### config.mk
export PLATFORM = sky130hd
export DESIGN_NAME = ps2_key_tracker_flat
export DESIGN_NICKNAME = d
export VERILOG_FILES = /design/src/rtl/ps2_key_tracker_pkg.sv /design/src/rtl/ps2_key_tracker_if.sv /design/src/rtl/ps2_key_tracker_prefix_fsm.sv /design/src/rtl/ps2_key_tracker.sv /design/src/flat_wrapper.sv
export SDC_FILE = /design/constraint.sdc
export NUM_CORES = 1
export LEC_CHECK = 0
export ABC_AREA = 1
export CORE_UTILIZATION = 40
export DETAILED_ROUTE_END_ITERATION = 16
export GPL_TIMING_DRIVEN = 1
export HOLD_SLACK_MARGIN = 0.03
export SKIP_CTS_REPAIR_TIMING = 1
export SLEW_MARGIN = 20
export SYNTH_ARGS = -nofsm -noshare
export SYNTH_HDL_FRONTEND = slang
export SYNTH_SLANG_ARGS = --single-unit
### constraint.sdc
create_clock -name clk -period 4.3 [get_ports clk]
set_clock_uncertainty 0.05 [all_clocks]
set_input_delay 0.43 -clock clk [delete_from_list [all_inputs] [get_ports clk]]
set_output_delay 0.43 -clock clk [all_outputs]
set_load 0.02 [all_outputs]
### src/rtl/ps2_key_tracker_pkg.sv
// Shared definitions for the PS/2 set-2 key tracker: prefix FSM states,
// protocol byte constants and the key-table slot width.
package ps2_pkg;

   typedef enum logic [1:0] {
      IDLE    = 2'd0,
      EXT     = 2'd1,
      BRK     = 2'd2,
      EXT_BRK = 2'd3
   } ps2_state_e;

   localparam logic [7:0] PS2_EXT     = 8'hE0;
   localparam logic [7:0] PS2_BRK     = 8'hF0;
   localparam logic [7:0] PS2_BAT_OK  = 8'hAA;
   localparam logic [7:0] PS2_BAT_ERR = 8'hFC;

   // One key-table slot is {ext, code}
   localparam int SLOT_W = 9;

   // Keyboard self-test completion bytes clear all key state
   function automatic logic is_self_test(input logic [7:0] b);
      return (b == PS2_BAT_OK) || (b == PS2_BAT_ERR);
   endfunction

endpackage

### src/rtl/ps2_key_tracker_if.sv
// Byte input and key-state output bundle of the PS/2 key tracker.
// master = byte source / state consumer, slave = the tracker itself.
interface ps2_key_tracker_if #(
   parameter int NUM_KEYS = 4
);
   logic [7:0]          din;
   logic                rx_done_tick;
   logic [NUM_KEYS-1:0] key_state;
   logic [NUM_KEYS-1:0] make_pulse;
   logic [NUM_KEYS-1:0] break_pulse;
   logic                any_held;
   logic                code_valid;
   logic [7:0]          last_code;
   logic                last_ext;
   logic                last_break;
   logic                timeout_err;

   modport master (
      output din, rx_done_tick,
      input  key_state, make_pulse, break_pulse, any_held, code_valid,
             last_code, last_ext, last_break, timeout_err
   );

   modport slave (
      input  din, rx_done_tick,
      output key_state, make_pulse, break_pulse, any_held, code_valid,
             last_code, last_ext, last_break, timeout_err
   );
endinterface

### src/rtl/ps2_key_tracker_prefix_fsm.sv
// E0/F0 prefix resolver with inter-byte timeout. Decodes each strobed byte
// against the current prefix state; resolve/ext/brk/code/self_test are
// same-cycle decodes of the incoming byte so the top can register the key
// update one cycle after the tick. timeout_err is registered.
module ps2_prefix_fsm
   import ps2_pkg::*;
#(
   parameter int unsigned TIMEOUT_CYCLES = 2_000_000
) (
   input  logic       clk,
   input  logic       reset,
   input  logic [7:0] din_i,
   input  logic       rx_done_tick_i,
   output logic       resolve_o,
   output logic       ext_o,
   output logic       brk_o,
   output logic [7:0] code_o,
   output logic       self_test_o,
   output logic       timeout_err_o
);

   localparam int CNT_W = (TIMEOUT_CYCLES > 2) ? $clog2(TIMEOUT_CYCLES) : 1;
   localparam logic [CNT_W-1:0] CNT_LAST = CNT_W'(TIMEOUT_CYCLES - 1);

   ps2_state_e       state_q, state_d;
   logic [CNT_W-1:0] cnt_q, cnt_d;
   logic             tmo_q, tmo_d;

   // Next-state, byte decode and timeout; a tick always beats expiry
   always_comb begin
      // NOTE: every output of this block gets a default first, so no path can infer a latch.
      state_d     = state_q;
      cnt_d       = cnt_q;
      tmo_d       = 1'b0;
      resolve_o   = 1'b0;
      ext_o       = 1'b0;
      brk_o       = 1'b0;
      self_test_o = 1'b0;
      code_o      = din_i;
      if (rx_done_tick_i) begin
         cnt_d = '0;
         unique case (state_q)
            IDLE: begin
               if (din_i == PS2_EXT)        state_d = EXT;
               else if (din_i == PS2_BRK)   state_d = BRK;
               else if (is_self_test(din_i)) self_test_o = 1'b1;
               else                          resolve_o = 1'b1;
            end
            EXT: begin
               if (din_i == PS2_BRK) begin
                  state_d = EXT_BRK;
               end else if (din_i != PS2_EXT) begin
                  resolve_o = 1'b1;
                  ext_o     = 1'b1;
                  state_d   = IDLE;
               end
            end
            BRK: begin
               resolve_o = 1'b1;
               brk_o     = 1'b1;
               state_d   = IDLE;
            end
            EXT_BRK: begin
               resolve_o = 1'b1;
               ext_o     = 1'b1;
               brk_o     = 1'b1;
               state_d   = IDLE;
            end
            default: state_d = IDLE;
         endcase
      end else if (state_q != IDLE) begin
         if (cnt_q == CNT_LAST) begin
            state_d = IDLE;
            cnt_d   = '0;
            tmo_d   = 1'b1;
         end else begin
            cnt_d = cnt_q + CNT_W'(1);
         end
      end
   end

   // State, counter and timeout strobe registers
   always_ff @(posedge clk) begin
      // NOTE: reset is synchronous, so it sits inside the clocked branch rather than the sensitivity list.
      if (reset) begin
         state_q <= IDLE;
         cnt_q   <= '0;
         tmo_q   <= 1'b0;
      end else begin
         state_q <= state_d;
         cnt_q   <= cnt_d;
         tmo_q   <= tmo_d;
      end
   end

   assign timeout_err_o = tmo_q;

endmodule

### src/rtl/ps2_key_tracker.sv
// PS/2 set-2 key tracker: matches resolved codes against NUM_KEYS
// programmable {ext, code} slots and keeps per-slot held/toggle state
// plus one-cycle make/break event pulses.
module ps2_key_tracker
   import ps2_pkg::*;
#(
   parameter int                           NUM_KEYS       = 4,
   parameter logic [NUM_KEYS*SLOT_W-1:0]   KEY_CODES      = {9'h02C, 9'h016, 9'h024, 9'h033},
   parameter logic [NUM_KEYS-1:0]          TOGGLE_MASK    = '0,
   parameter int unsigned                  TIMEOUT_CYCLES = 2_000_000,
   parameter bit                           REPEAT_PULSE   = 1'b0
) (
   input  logic             clk,
   input  logic             reset,
   ps2_key_tracker_if.slave bus
);

   logic       resolve, ext, brk, self_test, timeout_err;
   logic [7:0] code;

   ps2_prefix_fsm #(
      .TIMEOUT_CYCLES(TIMEOUT_CYCLES)
   ) u_prefix_fsm (
      .clk            (clk),
      .reset          (reset),
      .din_i          (bus.din),
      .rx_done_tick_i (bus.rx_done_tick),
      .resolve_o      (resolve),
      .ext_o          (ext),
      .brk_o          (brk),
      .code_o         (code),
      .self_test_o    (self_test),
      .timeout_err_o  (timeout_err)
   );

   logic [NUM_KEYS-1:0] match;
   logic [NUM_KEYS-1:0] held_q, held_d;
   logic [NUM_KEYS-1:0] toggle_q, toggle_d;
   logic [NUM_KEYS-1:0] make_q, make_d;
   logic [NUM_KEYS-1:0] break_q, break_d;
   logic                code_valid_q;
   logic [7:0]          last_code_q;
   logic                last_ext_q, last_break_q;

   // One comparator per slot; duplicate entries simply match together
   for (genvar i = 0; i < NUM_KEYS; i++) begin : g_slot
      assign match[i] = resolve && ({ext, code} == KEY_CODES[i*SLOT_W +: SLOT_W]);
   end

   // Per-slot held/toggle update and event pulses
   always_comb begin
      held_d   = held_q;
      toggle_d = toggle_q;
      make_d   = '0;
      break_d  = '0;
      if (self_test) begin
         held_d   = '0;
         toggle_d = '0;
      end else begin
         for (int i = 0; i < NUM_KEYS; i++) begin
            if (match[i]) begin
               if (!brk) begin
                  if (!held_q[i]) begin
                     held_d[i]   = 1'b1;
                     toggle_d[i] = ~toggle_q[i];
                     make_d[i]   = 1'b1;
                  end else begin
                     make_d[i] = REPEAT_PULSE;
                  end
               end else if (held_q[i]) begin
                  held_d[i]  = 1'b0;
                  break_d[i] = 1'b1;
               end
            end
         end
      end
   end

   // Key state, pulse and last-code registers
   always_ff @(posedge clk) begin
      if (reset) begin
         held_q       <= '0;
         toggle_q     <= '0;
         make_q       <= '0;
         break_q      <= '0;
         code_valid_q <= 1'b0;
         last_code_q  <= '0;
         last_ext_q   <= 1'b0;
         last_break_q <= 1'b0;
      end else begin
         held_q       <= held_d;
         toggle_q     <= toggle_d;
         make_q       <= make_d;
         break_q      <= break_d;
         code_valid_q <= resolve;
         if (resolve) begin
            last_code_q  <= code;
            last_ext_q   <= ext;
            last_break_q <= brk;
         end
      end
   end

   assign bus.key_state   = (TOGGLE_MASK & toggle_q) | (~TOGGLE_MASK & held_q);
   assign bus.make_pulse  = make_q;
   assign bus.break_pulse = break_q;
   assign bus.any_held    = |held_q;
   assign bus.code_valid  = code_valid_q;
   assign bus.last_code   = last_code_q;
   assign bus.last_ext    = last_ext_q;
   assign bus.last_break  = last_break_q;
   assign bus.timeout_err = timeout_err;

endmodule

### src/flat_wrapper.sv
// flat-port wrapper written by rule: the top's interface ports become plain ports
module ps2_key_tracker_flat import ps2_pkg::*;
#(
   parameter int                           NUM_KEYS       = 4,
   parameter logic [NUM_KEYS*SLOT_W-1:0]   KEY_CODES      = {9'h02C, 9'h016, 9'h024, 9'h033},
   parameter logic [NUM_KEYS-1:0]          TOGGLE_MASK    = '0,
   parameter int unsigned                  TIMEOUT_CYCLES = 2_000_000,
   parameter bit                           REPEAT_PULSE   = 1'b0
)
  (clk, reset, bus_din, bus_rx_done_tick, bus_key_state, bus_make_pulse, bus_break_pulse, bus_any_held, bus_code_valid, bus_last_code, bus_last_ext, bus_last_break, bus_timeout_err);
  ps2_key_tracker_if #(.NUM_KEYS(NUM_KEYS)) bus_i ();
  input  logic clk;
  input  logic reset;
  input wire logic [$bits(bus_i.din)-1:0] bus_din;
  input wire logic [$bits(bus_i.rx_done_tick)-1:0] bus_rx_done_tick;
  output wire logic [$bits(bus_i.key_state)-1:0] bus_key_state;
  output wire logic [$bits(bus_i.make_pulse)-1:0] bus_make_pulse;
  output wire logic [$bits(bus_i.break_pulse)-1:0] bus_break_pulse;
  output wire logic [$bits(bus_i.any_held)-1:0] bus_any_held;
  output wire logic [$bits(bus_i.code_valid)-1:0] bus_code_valid;
  output wire logic [$bits(bus_i.last_code)-1:0] bus_last_code;
  output wire logic [$bits(bus_i.last_ext)-1:0] bus_last_ext;
  output wire logic [$bits(bus_i.last_break)-1:0] bus_last_break;
  output wire logic [$bits(bus_i.timeout_err)-1:0] bus_timeout_err;
  assign bus_i.din = bus_din;
  assign bus_i.rx_done_tick = bus_rx_done_tick;
  assign bus_key_state = bus_i.key_state;
  assign bus_make_pulse = bus_i.make_pulse;
  assign bus_break_pulse = bus_i.break_pulse;
  assign bus_any_held = bus_i.any_held;
  assign bus_code_valid = bus_i.code_valid;
  assign bus_last_code = bus_i.last_code;
  assign bus_last_ext = bus_i.last_ext;
  assign bus_last_break = bus_i.last_break;
  assign bus_timeout_err = bus_i.timeout_err;
  ps2_key_tracker #(.NUM_KEYS(NUM_KEYS), .KEY_CODES(KEY_CODES), .TOGGLE_MASK(TOGGLE_MASK), .TIMEOUT_CYCLES(TIMEOUT_CYCLES), .REPEAT_PULSE(REPEAT_PULSE)) u_core (.clk(clk), .reset(reset), .bus(bus_i));
endmodule
# Yosys cells after proc, flatten, opt, wreduce, memory -nomap -nowiden
# Index checks and enable logic that the tools add are counted.
# op_classes
eq_ne	15
n_mux	35
n_reduce_logical	23
bitwise_logic	6
n_addsub	1
# ops
op	count
$reduce_or A4 Y1	9
$eq A8 B8 Y1 const B	4
$eq A9 B6 Y1 const B	3
$mux W1	24
$add A21 B1 Y21 const B	1
$eq A21 B21 Y1 const B	1
$mux W21	1
$mux W2	7
$eq A9 B5 Y1 const B	1
$ne A4 B4 Y1 const B	2
$ne A8 B8 Y1 const B	1
$not A1 Y1	6
$pmux W2 S3	1
$reduce_bool A2 Y1	3
$reduce_or A2 Y1	3
$eq A2 B2 Y1 const B	2
$logic_and A1 B1 Y1	4
$reduce_and A4 Y1	1
$pmux W1 S3	1
$reduce_or A3 Y1	1
$eq A2 B1 Y1 const B	1
$logic_not A2 Y1	1
$pmux W1 S2	1
$logic_or A1 B1 Y1	1
# totals
register_bits	47
wordCells	99
out_inout_bits	25

# Logic depth before layout (Yosys ltp)
# Gate-level depths: netlist (run 1).
# logic_depth
depth_word	10
depth_mapped	11
ltp_nobuf	11

# By module
# From an unflattened synthesis (run 1), not the netlist that was laid out.
# unflattened
cells_unflattened	363
hier_area_um2	2451.1
# modules_own_cells
module	area_per_inst_um2	cells_each	n_inst	seq_area_each_um2
ps2_prefix_fsm	1536.5	244	1	480.5
ps2_key_tracker	914.6	119	1	460.4

# Worst setup path after synthesis (run 1)
# No wires, ideal clock.
# synth_path
path_kind	input port to flip-flop
startpoint	input bus_din[0]
endpoint	register u_core.held_q[1] (netlist: u_core.bus.key_state[1])
arrival_time_ns	1.266
slack_ns	2.871
cell_stages	11
t_required_ns	4.137
path_buffers	1
cell_sequence	inv_2 > nand2_4 > nor2_4 > nand2_2 > nand2_1 > nand2_2 > nand2_2 > nor2_4 > buf_6 > a21oi_2 > nor2_1
# synth_via
elab_chain_len	8
elab_cells_between_ends	23
cone_classes	eq/ne: 6; mux: 14; reduce/logical: 3
# synth_lines
item	line	source
start: declaration	flat_wrapper.sv:14	input wire logic [$bits(bus_i.din)-1:0] bus_din;
parallel branches: the longest is 8 deep, another holds $eq A9 B6 Y1	-	
end signal: assignment	ps2_key_tracker.sv:91	held_q <= held_d;
end: declaration	ps2_key_tracker.sv:37	logic [NUM_KEYS-1:0] held_q, held_d;
# Several ways; the timed one is not identified.
# A chain may end at the register's enable or synchronous reset.

# Worst setup path after layout (run 1)
# layout_path
startpoint	input bus_rx_done_tick
endpoint	register u_core.break_q[2] (netlist: u_core.bus.break_pulse[2])
# layout_via
elab_chain_len	5
elab_cells_between_ends	9
cone_classes	eq/ne: 1; mux: 4; bitwise: 2; reduce/logical: 2
# layout_lines
item	line	source
start: declaration	flat_wrapper.sv:15	input wire logic [$bits(bus_i.rx_done_tick)-1:0] bus_rx_done_tick;
$mux W1	ps2_key_tracker_prefix_fsm.sv:40	if (rx_done_tick_i) begin
$eq A9 B5 Y1	ps2_key_tracker.sv:47	assign match[i] = resolve && ({ext, code} == KEY_CODES[i*SLOT_W +: SLOT_W]);
$logic_and A1 B1 Y1	ps2_key_tracker.sv:47	
$not A1 Y1 (no line)	-	
$reduce_or A4 Y1 (no line) *	-	
end signal: assignment	ps2_key_tracker.sv:94	break_q <= break_d;
end: declaration	ps2_key_tracker.sv:40	logic [NUM_KEYS-1:0] break_q, break_d;
# Every way passes the cells marked *; elsewhere a longest branch is shown, timed or not.

==> results of run 1 <==
-- final cells by class --
class / count / area [um^2]
Inverter: 44 / 172.7
Clock buffer: 6 / 82.58
Tap cell: 72 / 90.09
Clock inverter: 1 / 5.005
Timing Repair Buffer: 36 / 357.8
Multi-Input combinational cell: 242 / 1255
Sequential cell: 47 / 940.9
Fill cell: 582 / 2771
-- per-layer routing --
metal  GRT usage  wire, um
met1      0.2490      2697
met2      0.2547      2060
met3     0.03314       192
met4     0.05714        42
met5           0         0
-- metrics by stage --
stage,setup slack (ns),util,hold slack [ns],cells,cell area [um^2]
6_report,2.268,0.5117,0.4227,448,2904
5_1_grt,2.072,0.5117,0.4540,448,2904
4_1_cts,2.269,0.5117,0.4247,448,2904
3_5_place_dp,1.978,0.4963,0.4146,441,2816
3_3_place_gp,2.036,0.4963,0.4124,441,2816
2_1_floorplan,2.871,-,0.4274,340,2424
-- state kept, by name, summed over array words and instances (netlist names) --
signal and count:
u_core.bus.break_pulse 4, u_core.bus.code_valid 1, u_core.bus.key_state 4, u_core.bus.last_break 1
u_core.bus.last_code 8, u_core.bus.last_ext 1, u_core.bus.make_pulse 4, u_core.u_prefix_fsm.cnt_q 21
u_core.u_prefix_fsm.state_q 2, u_core.u_prefix_fsm.timeout_err_o 1
-- synthesized netlist by cell type --
cell type and number:
nand2_1 66, nand3_1 20, xor2_1 8, inv_8 1, a21oi_4 1, clkbuf_1 1, nand4_1 5, inv_2 8
o21ai_0 7, nor2_2 5, or2_0 1, nor2_4 3, a21oi_1 11, nand2_2 12, a31o_2 1, ha_1 1
nor3_2 8, nand3_2 3, o21ai_1 7, a21boi_2 1, dfxtp_1 47, nor3_4 1, inv_1 35, nor3b_2 2
nor2_1 59, buf_4 1, nand2_4 1, buf_6 3, a21oi_2 1, buf_2 2, nor3_1 17, a211oi_1 1
-- how the worst max path moves through the flow --
stage          cells past startpoint                            end  slack (ns)                          from
5_1_grt                           10  u_core.u_prefix_fsm.cnt_q[19]        2.07  u_core.u_prefix_fsm.cnt_q[0]
6_report                           7      u_core.bus.break_pulse[2]        2.27              bus_rx_done_tick
4_1_cts                            7      u_core.bus.break_pulse[2]        2.27              bus_rx_done_tick
3_3_place_gp                       6  u_core.u_prefix_fsm.cnt_q[20]        2.04                         reset
3_5_place_dp                       7      u_core.bus.break_pulse[2]        1.98              bus_rx_done_tick
2_1_floorplan                     11        u_core.bus.key_state[1]        2.87                    bus_din[0]
-- cell families after synthesis --
group           count (synthesis)  synth area share
xor+xnor                        8           0.02891
fa+ha+maj                       1          0.005162
simple gates                  203            0.4104
compound gates                 30           0.07331
flops                          47            0.3882
buf+inv                        51           0.09396
-- worst max-delay path, stage by stage --
cell and delay, ns:
clkdlybuf4s50_1 0.67, nand2_1 0.31, nand2_1 0.21, nand2_2 0.18
nor2_1 0.18, nand2_1 0.11, nor3_2 0.11
-- where the power goes --
| part | total, W | leakage (nW) | internal, W | switching (W) |
|---|---|---|---|---|
| sequential | 0.000451 | 0.382 | 0.000445 | 0.00000608 |
| clock | 0.000266 | 0.0470 | 0.000126 | 0.000140 |
| combinational | 0.000103 | 0.722 | 0.0000388 | 0.0000646 |
==> results.md, run 1 <==
* Area leader, netlist: dfxtp_1
* Die Y at 79.84 um
* Register-to-Register Path Depth at 10
* Area contributors post-synth: dfxtp_1, nand2_1, nor2_1
* CTS tree: built
* Status: completed
* Pwr per Cell Area at 282.4 nW/um^2
* Largest net degree at the start of global routing at 14
* Starting Density at 0.4270
* Tcrit/Tclk final at 0.4726
* First-pass GRT wire length at 8.583 mm
* Routed wire per std cell at 11.15 um
* Row cnt at 27
* WP data required at 4.47 ns
* Die X at 79.84 um
* #FFs+latches synth at 47
* Worst Hold Launch: u_core.bus.last_ext
* Post-synthesis sequential area ratio at 0.3882
* Hold WC Path Type: reg2reg
* Worst r2r dst: u_core.u_prefix_fsm.cnt_q[19]
* Buffer levels on the longest clock path at 2
* Avg Inst Size Synth at 7.128 um^2
* Yosys Warn Count at 0
* Setup TNS at 0 ns
* Core Area at 5675 um^2
* VDD IR-drop max at 142.2 uV
* Drc violations at 0
* Area grow syn2layout at 19.82%
* DPL Wire Length at 3.965 mm
* Max Cap Viol at 0
* Initial antenna violation count at 0
* GPL Wtd Cong at 0.7776
* Most frequent cells in the layout: nand2_1, nor2_1, dfxtp_1
* CTS sink count at 47
* ANT nets after route at 0
* Final setup viols at 0
* Startpoint types: input port
* Reg-to-Reg Start: u_core.u_prefix_fsm.state_q[1]
* Top-area cell type share of the netlist area at 0.3882
* Fin. max-slew vios at 0
* RSZ-0062 raised after global routing: false
* Post-Syn Nets at 352
* Leak pwr at 1.151 nW
* Crit path DAT at 2.20 ns
* CTS Buf Count at 5
* Layout cell share with drive strength beyond 1 at 0.1489
* Clock Latency Late Sink at 0.30 ns
* Vias/cell at 4.710
* Overflow after GRT at 0
* DR iter-0 viols at 70
* IO Count at 36
* Drt total wl at 4.994 mm
* Total GRT Usage at 0.1726
* Hold EP: u_core.bus.last_ext
* WS Path Type: in2reg
* CTS root buf: clkbuf_8
* Final hold vios at 0
* CP max FO at 12
* Die Area at 6374 um^2
* Synthesized area at 2424 um^2
* Design Power at 0.0008201 W
* Hold path depth at 2
* Drt pass-1 iters at 4
* Distinct cell type count after synthesis at 32
* H-tree depth at 2
* Most common cell after layout, fill and taps aside: nand2_1
* Peak Freq at 0.4921 GHz
* Worst slew margin at 0.6184
* Clock transition at path regs at 0.07 ns
* I/O Buffers at 35
* Worst-margin pin slew at 0.5708 ns
* Vias after detailed routing at 2110
* Vias in the first global route at 1895
* R2R Setup Slk at 2.35 ns
* Post-synthesis instance total at 340
* CP endpoint kind: flip-flop
* # diodes at 0
* Tmin final at 2.032 ns
* Layout net count at 388
Power figures use the tool's default switching activity.
==> run 2: changes to the inputs <==
==> constraint.sdc (replaced) <==
create_clock -name clk -period 1.7 [get_ports clk]
set_clock_uncertainty 0.05 [all_clocks]
set_input_delay 0.17 -clock clk [delete_from_list [all_inputs] [get_ports clk]]
set_output_delay 0.17 -clock clk [all_outputs]
set_load 0.02 [all_outputs]
==> run 2 against run 1 <==
Against the previous run: clock power increased by 150%; global-route usage increased by 1.2 points; via count increased by 7.5%; setup slack got worse by 2.1 ns; total power increased to 2.6 times the previous value; sequential power increased to 2.5 times the previous value; die area unchanged; non-clock buffer count increased by 31; sequential cell count unchanged; final cell count increased by 7.1%; wire length increased by 9.9%; clock-buffer cell count increased by 1; largest power group unchanged.
==> results.md, run 2 (same netlist as run 1, synthesis figures left out) <==
* Status: completed
* Final setup viols at 0
* Clk pwr share at 0.308
* Internal power at 0.001562 W
* Fin. max-slew vios at 0
* Layout cell share with drive strength beyond 1 at 0.2255
* Drt total wl at 5.489 mm
* Buffer levels on the longest clock path at 2
* Area grow syn2layout at 32.01%
* Tcrit/Tclk final at 0.9210
* # diodes at 0
* Row cnt at 27
* Drt pass-1 iters at 4
* ANT nets after route at 0
* Worst setup endpoint: u_core.u_prefix_fsm.state_q[0]
* Worst-margin pin slew at 0.3175 ns
* Register-to-Register Path Depth at 11
* Clock Latency Late Sink at 0.30 ns
* RSZ-0062 raised after global routing: false
* Fillers at 546
* Die Area at 6374 um^2
* Final hold slack at 0.4124 ns
* Reg-to-Reg Start: u_core.u_prefix_fsm.cnt_q[1]
* Total GRT Usage at 0.1847
* I/O Buffers at 35
* Most common cell after layout, fill and taps aside: nand2_1
* Switch share at 0.2632
* CP max FO at 4
* Vias/cell at 4.727
* Clock transition at path regs at 0.08 ns
* CTS Buf Count at 5
* CTS sink count at 47
* H-tree depth at 2
* Layout net count at 419
* Max Cap Viol at 0
* IO Count at 36
* Largest register FFs at 21
* Register with the most flip-flops: u_core.u_prefix_fsm.cnt_q
* CP endpoint kind: flip-flop
* GPL Wtd Cong at 0.8382
* Largest net degree at the start of global routing at 14
* Setup TNS at 0 ns
* Die X at 79.84 um
* VDD IR-drop max at 308.8 uV
* Core Area at 5675 um^2
* Critical Path Source: u_core.u_prefix_fsm.cnt_q[1]
* Combinational Power Share at 0.155
* Most frequent cells in the layout: nand2_1, nor2_1, dfxtp_1
* R2R Setup Slk at 0.13 ns
* Crit path DAT at 1.71 ns
* Initial antenna violation count at 0
* Final hold vios at 0
* First-pass GRT wire length at 9.059 mm
* Drc violations at 0
* Routed wire per std cell at 11.44 um
* Multi-input logic area at 1294 um^2
* Leak pwr at 1.357 nW
* DR iter-0 viols at 96
* Vias after detailed routing at 2269
* Final core utilization at 0.5637
* Peak Freq at 0.6387 GHz
* Vias in the first global route at 1943
* Worst slew margin at 0.7867
* Worst Hold Launch: u_core.bus.last_ext
* Pwr per Cell Area at 662.5 nW/um^2
* WS Path Type: reg2reg
* Overflow after GRT at 0
* Worst r2r dst: u_core.u_prefix_fsm.state_q[0]
* Switch Pwr at 0.0005579 W
* Register area at 943.4 um^2
* Hold WC Path Type: reg2reg
* Seq pwr share at 0.537
* Startpoint types: flip-flop
* Tmin final at 1.566 ns
* CTS root buf: clkbuf_8
* WP data required at 1.85 ns
* Die Y at 79.84 um
* DPL Wire Length at 4.302 mm
* Starting Density at 0.4270
* CTS tree: built
-- run 2: worst min-delay path by stage --
| stage | end | slack (ns) | depth (start not counted) |
|---|---|---|---|
| after floorplan | u_core.bus.last_break | 0.19 | 1 |
| after global placement | u_core.bus.last_break | 0.40 | 2 |
| after detailed placement | u_core.bus.last_ext | 0.41 | 2 |
| after CTS | u_core.bus.last_ext | 0.42 | 2 |
| after global routing | u_core.bus.break_pulse[0] | 0.45 | 2 |
| final | u_core.bus.last_ext | 0.41 | 2 |
-- run 2: power groups by stage --
stage | clock, W | sequential (W) | combinational [W]
6_report | 0.000653 | 0.00114 | 0.000329
5_1_grt | 0.000717 | 0.00114 | 0.000362
2_1_floorplan | 0 | 0.00119 | 0.000153
3_5_place_dp | 0 | 0.00116 | 0.000323
3_3_place_gp | 0 | 0.00116 | 0.000322
4_1_cts | 0.000681 | 0.00114 | 0.000325
-- run 2: cell type report --
| cell class | count | area share |
|---|---|---|
| multi-input combinational | 242 | 0.4044 |
| sequential | 47 | 0.2949 |
| timing repair buffer | 67 | 0.1932 |
| inverter | 44 | 0.05397 |
| tap | 72 | 0.02816 |
| clock buffer | 7 | 0.02386 |
| clock inverter | 1 | 0.001564 |
-- run 2: metrics by stage --
step | worst slack [ns] | total power [W] | area (um^2) | instances
4_1_cts | -0.01310 | 0.002141 | 3141 | 478
3_5_place_dp | -0.1045 | 0.001486 | 3059 | 470
3_3_place_gp | -0.06768 | 0.001483 | 3059 | 470
5_1_grt | 0.002131 | 0.002220 | 3199 | 480
6_report | 0.1343 | 0.002120 | 3199 | 480
2_1_floorplan | 0.3056 | 0.001339 | 2424 | 340
-- run 2: routing by layer --
| metal | vias up | GRT usage | part of all wire |
|---|---|---|---|
| li1 | 1213 | - | - |
| met1 | 1006 | 0.2919 | 0.56 |
| met2 | 45 | 0.2444 | 0.39 |
| met3 | 5 | 0.02629 | 0.037 |
| met4 | 0 | 0.06964 | 0.012 |
| met5 | - | 0 | 0 |
-- run 2: worst max-delay path, cell delays in order, from the launching register on --
cell and delay (ns):
dfxtp_2 0.36, ha_4 0.15, nand2_4 0.07, nor3_4 0.20, nand3_1 0.10, inv_1 0.07
nand2_1 0.07, buf_4 0.16, nand2_4 0.06, nand3_1 0.07, nand2_1 0.06, nor2_1 0.04
==> run 3: changes to the inputs <==
--- a/config.mk
+++ b/config.mk
@@ -6,6 +6,7 @@
 export NUM_CORES = 1
 export LEC_CHECK = 0
 export ABC_AREA = 1
+export CORE_MARGIN = 2
 export CORE_UTILIZATION = 40
 export DETAILED_ROUTE_END_ITERATION = 16
 export GPL_TIMING_DRIVEN = 1
==> constraint.sdc (replaced) <==
create_clock -name clk -period 1.8 [get_ports clk]
set_clock_uncertainty 0.05 [all_clocks]
set_input_delay 0.18 -clock clk [delete_from_list [all_inputs] [get_ports clk]]
set_output_delay 0.18 -clock clk [all_outputs]
set_load 0.02 [all_outputs]
==> run 3 against run 2 <==
Against the previous run: clock power up 43%; clock-buffer cell count down 2; critical path depth down 8; combinational power down 12%; design area down 0.86%; hold slack about the same; sequential share of layout area up 0.22 points; final cell count down 1.0%; global-route usage down 0.71 points; sequential power down 6%; wire length down 2.3%; first-iteration DRC count down 8.3%; critical path type is now reg2out.
==> results.md, run 3 (same netlist as run 1, synthesis figures left out) <==
* Tcrit/Tclk final at 0.9464
* Worst slew margin at 0.7659
* Drt pass-1 iters at 4
* Pwr per Cell Area at 723.8 nW/um^2
* Worst Hold Launch: u_core.bus.last_break
* Status: completed
* Vias after detailed routing at 2263
* WP data required at 1.57 ns
* ANT nets after route at 0
* CTS Buf Count at 5
* Reg-to-Reg Start: u_core.u_prefix_fsm.cnt_q[1]
* DR iter-0 viols at 88
* Hold EP: u_core.bus.last_break
* Setup TNS at 0 ns
* Hold WC Path Type: reg2reg
* Leak pwr at 1.300 nW
* GPL Wtd Cong at 0.8630
* Design Power at 0.002296 W
* Slowest-stage cell, CP: clkdlybuf4s50_1
* Register-to-Register Path Depth at 11
* Area grow syn2layout at 30.87%
* Die X at 81.84 um
* CP endpoint kind: primary output
* WP buf/inv at 2
* Delay-heaviest family, CP: buffers and inverters
* CP max FO at 4
* Starting Density at 0.4118
* Crit-path cells: inv_1 > nand4_1 > clkdlybuf4s50_1
* Fin. max-slew vios at 0
* Largest register FFs at 21
* Peak Freq at 0.5870 GHz
* H-tree depth at 2
* Most common cell after layout, fill and taps aside: nand2_1
* Critical Path Max Stage Delay at 0.60 ns
* Clock transition at path regs at 0.09 ns
* Core Area at 5886 um^2
* Final hold slack at 0.4121 ns
* Drc violations at 0
* WS Path Type: reg2out
* First-pass GRT wire length at 9.252 mm
* Die Area at 6698 um^2
* Layout net count at 411
* # diodes at 0
* Routed wire per std cell at 11.29 um
* Vias in the first global route at 2163
* Worst-margin pin slew at 0.3485 ns
* Vias/cell at 4.764
* Most frequent cells in the layout: nand2_1, nor2_1, dfxtp_1
* Largest net degree at the start of global routing at 16
* Max Cap Viol at 0
* Hold path depth at 2
* Row cnt at 28
* CTS root buf: clkbuf_8
* Buffer levels on the longest clock path at 2
* Final hold vios at 0
* I/O Buffers at 35
* Startpoint types: flip-flop
* CTS sink count at 47
* Layout cell share with drive strength beyond 1 at 0.2175
* Worst r2r dst: u_core.u_prefix_fsm.state_q[1]
* VDD IR-drop max at 586.2 uV
* Die Y at 81.84 um
* Final setup viols at 0
* Crit path DAT at 1.47 ns
* Tmin final at 1.704 ns
* Initial antenna violation count at 0
* Drt total wl at 5.361 mm
* Register with the most flip-flops: u_core.u_prefix_fsm.cnt_q
* Total GRT Usage at 0.1776
* IO Count at 36
* R2R Setup Slk at 0.16 ns
* CTS tree: built
* DPL Wire Length at 4.115 mm
* Overflow after GRT at 0
* RSZ-0062 raised after global routing: false
* Clock Latency Late Sink at 0.31 ns
run 3: per-stage QoR:
stage	cells	utilization	setup slack [ns]	instance area, um^2
after CTS	474	0.5325	0.01578	3134
after floorplan	340	-	0.4056	2424
after global placement	466	0.5094	-0.03575	2998
final	475	0.5389	0.09645	3172
after detailed placement	466	0.5094	-0.01468	2998
after global routing	475	0.5389	0.001232	3172
run 3: cell type report:
| class | count | area (um^2) |
|---|---|---|
| clock inverters | 3 | 67.56 |
| clock buffers | 5 | 68.82 |
| multi-input cells | 242 | 1284 |
| fillers | 579 | 2714 |
| inverters | 44 | 172.7 |
| repair buffers | 59 | 543.0 |
| well taps | 75 | 93.84 |
| flip-flops and latches | 47 | 942.2 |
run 3: worst max-delay path by stage:
| stage | start | endpoint | slack [ns] | cells after the start |
|---|---|---|---|---|
| floorplan | u_core.u_prefix_fsm.cnt_q[0] | u_core.u_prefix_fsm.cnt_q[8] | 0.41 | 9 |
| global placement | bus_din[7] | u_core.bus.key_state[1] | -0.04 | 11 |
| detailed placement | bus_din[7] | u_core.bus.key_state[1] | -0.01 | 11 |
| CTS | u_core.u_prefix_fsm.cnt_q[1] | u_core.u_prefix_fsm.cnt_q[8] | 0.02 | 9 |
| global route | u_core.bus.key_state[1] | bus_any_held | 0.001 | 3 |
| finish | u_core.bus.key_state[1] | bus_any_held | 0.1 | 3 |
run 3: worst reg2reg max path, delay by kind of cell, from the launching register on:
kind                     cells  cell delay, ns
adder cells (fa/ha/maj)      1            0.19
buffers and inverters        2            0.22
flip-flops                   1            0.35
AND/OR/NAND/NOR              8            0.74
run 3: where the power goes:
part | switching (W) | leakage, nW | total, W | internal (W)
combinational | 0.000166 | 0.854 | 0.000290 | 0.000124
clock | 0.000377 | 0.0644 | 0.000931 | 0.000554
sequential | 0.0000127 | 0.382 | 0.00107 | 0.00106
total | 0.000556 | 1.30 | 0.00230 | 0.00174
run 3: routing by layer:
| metal | wire (um) | vias up | global-route usage |
|---|---|---|---|
| met4 | 83 | 0 | 0.07333 |
| met2 | 2651 | 40 | 0.3236 |
| met5 | 0 | - | 0 |
| met1 | 2425 | 1025 | 0.2024 |
| li1 | - | 1191 | - |
| met3 | 201 | 7 | 0.03187 |
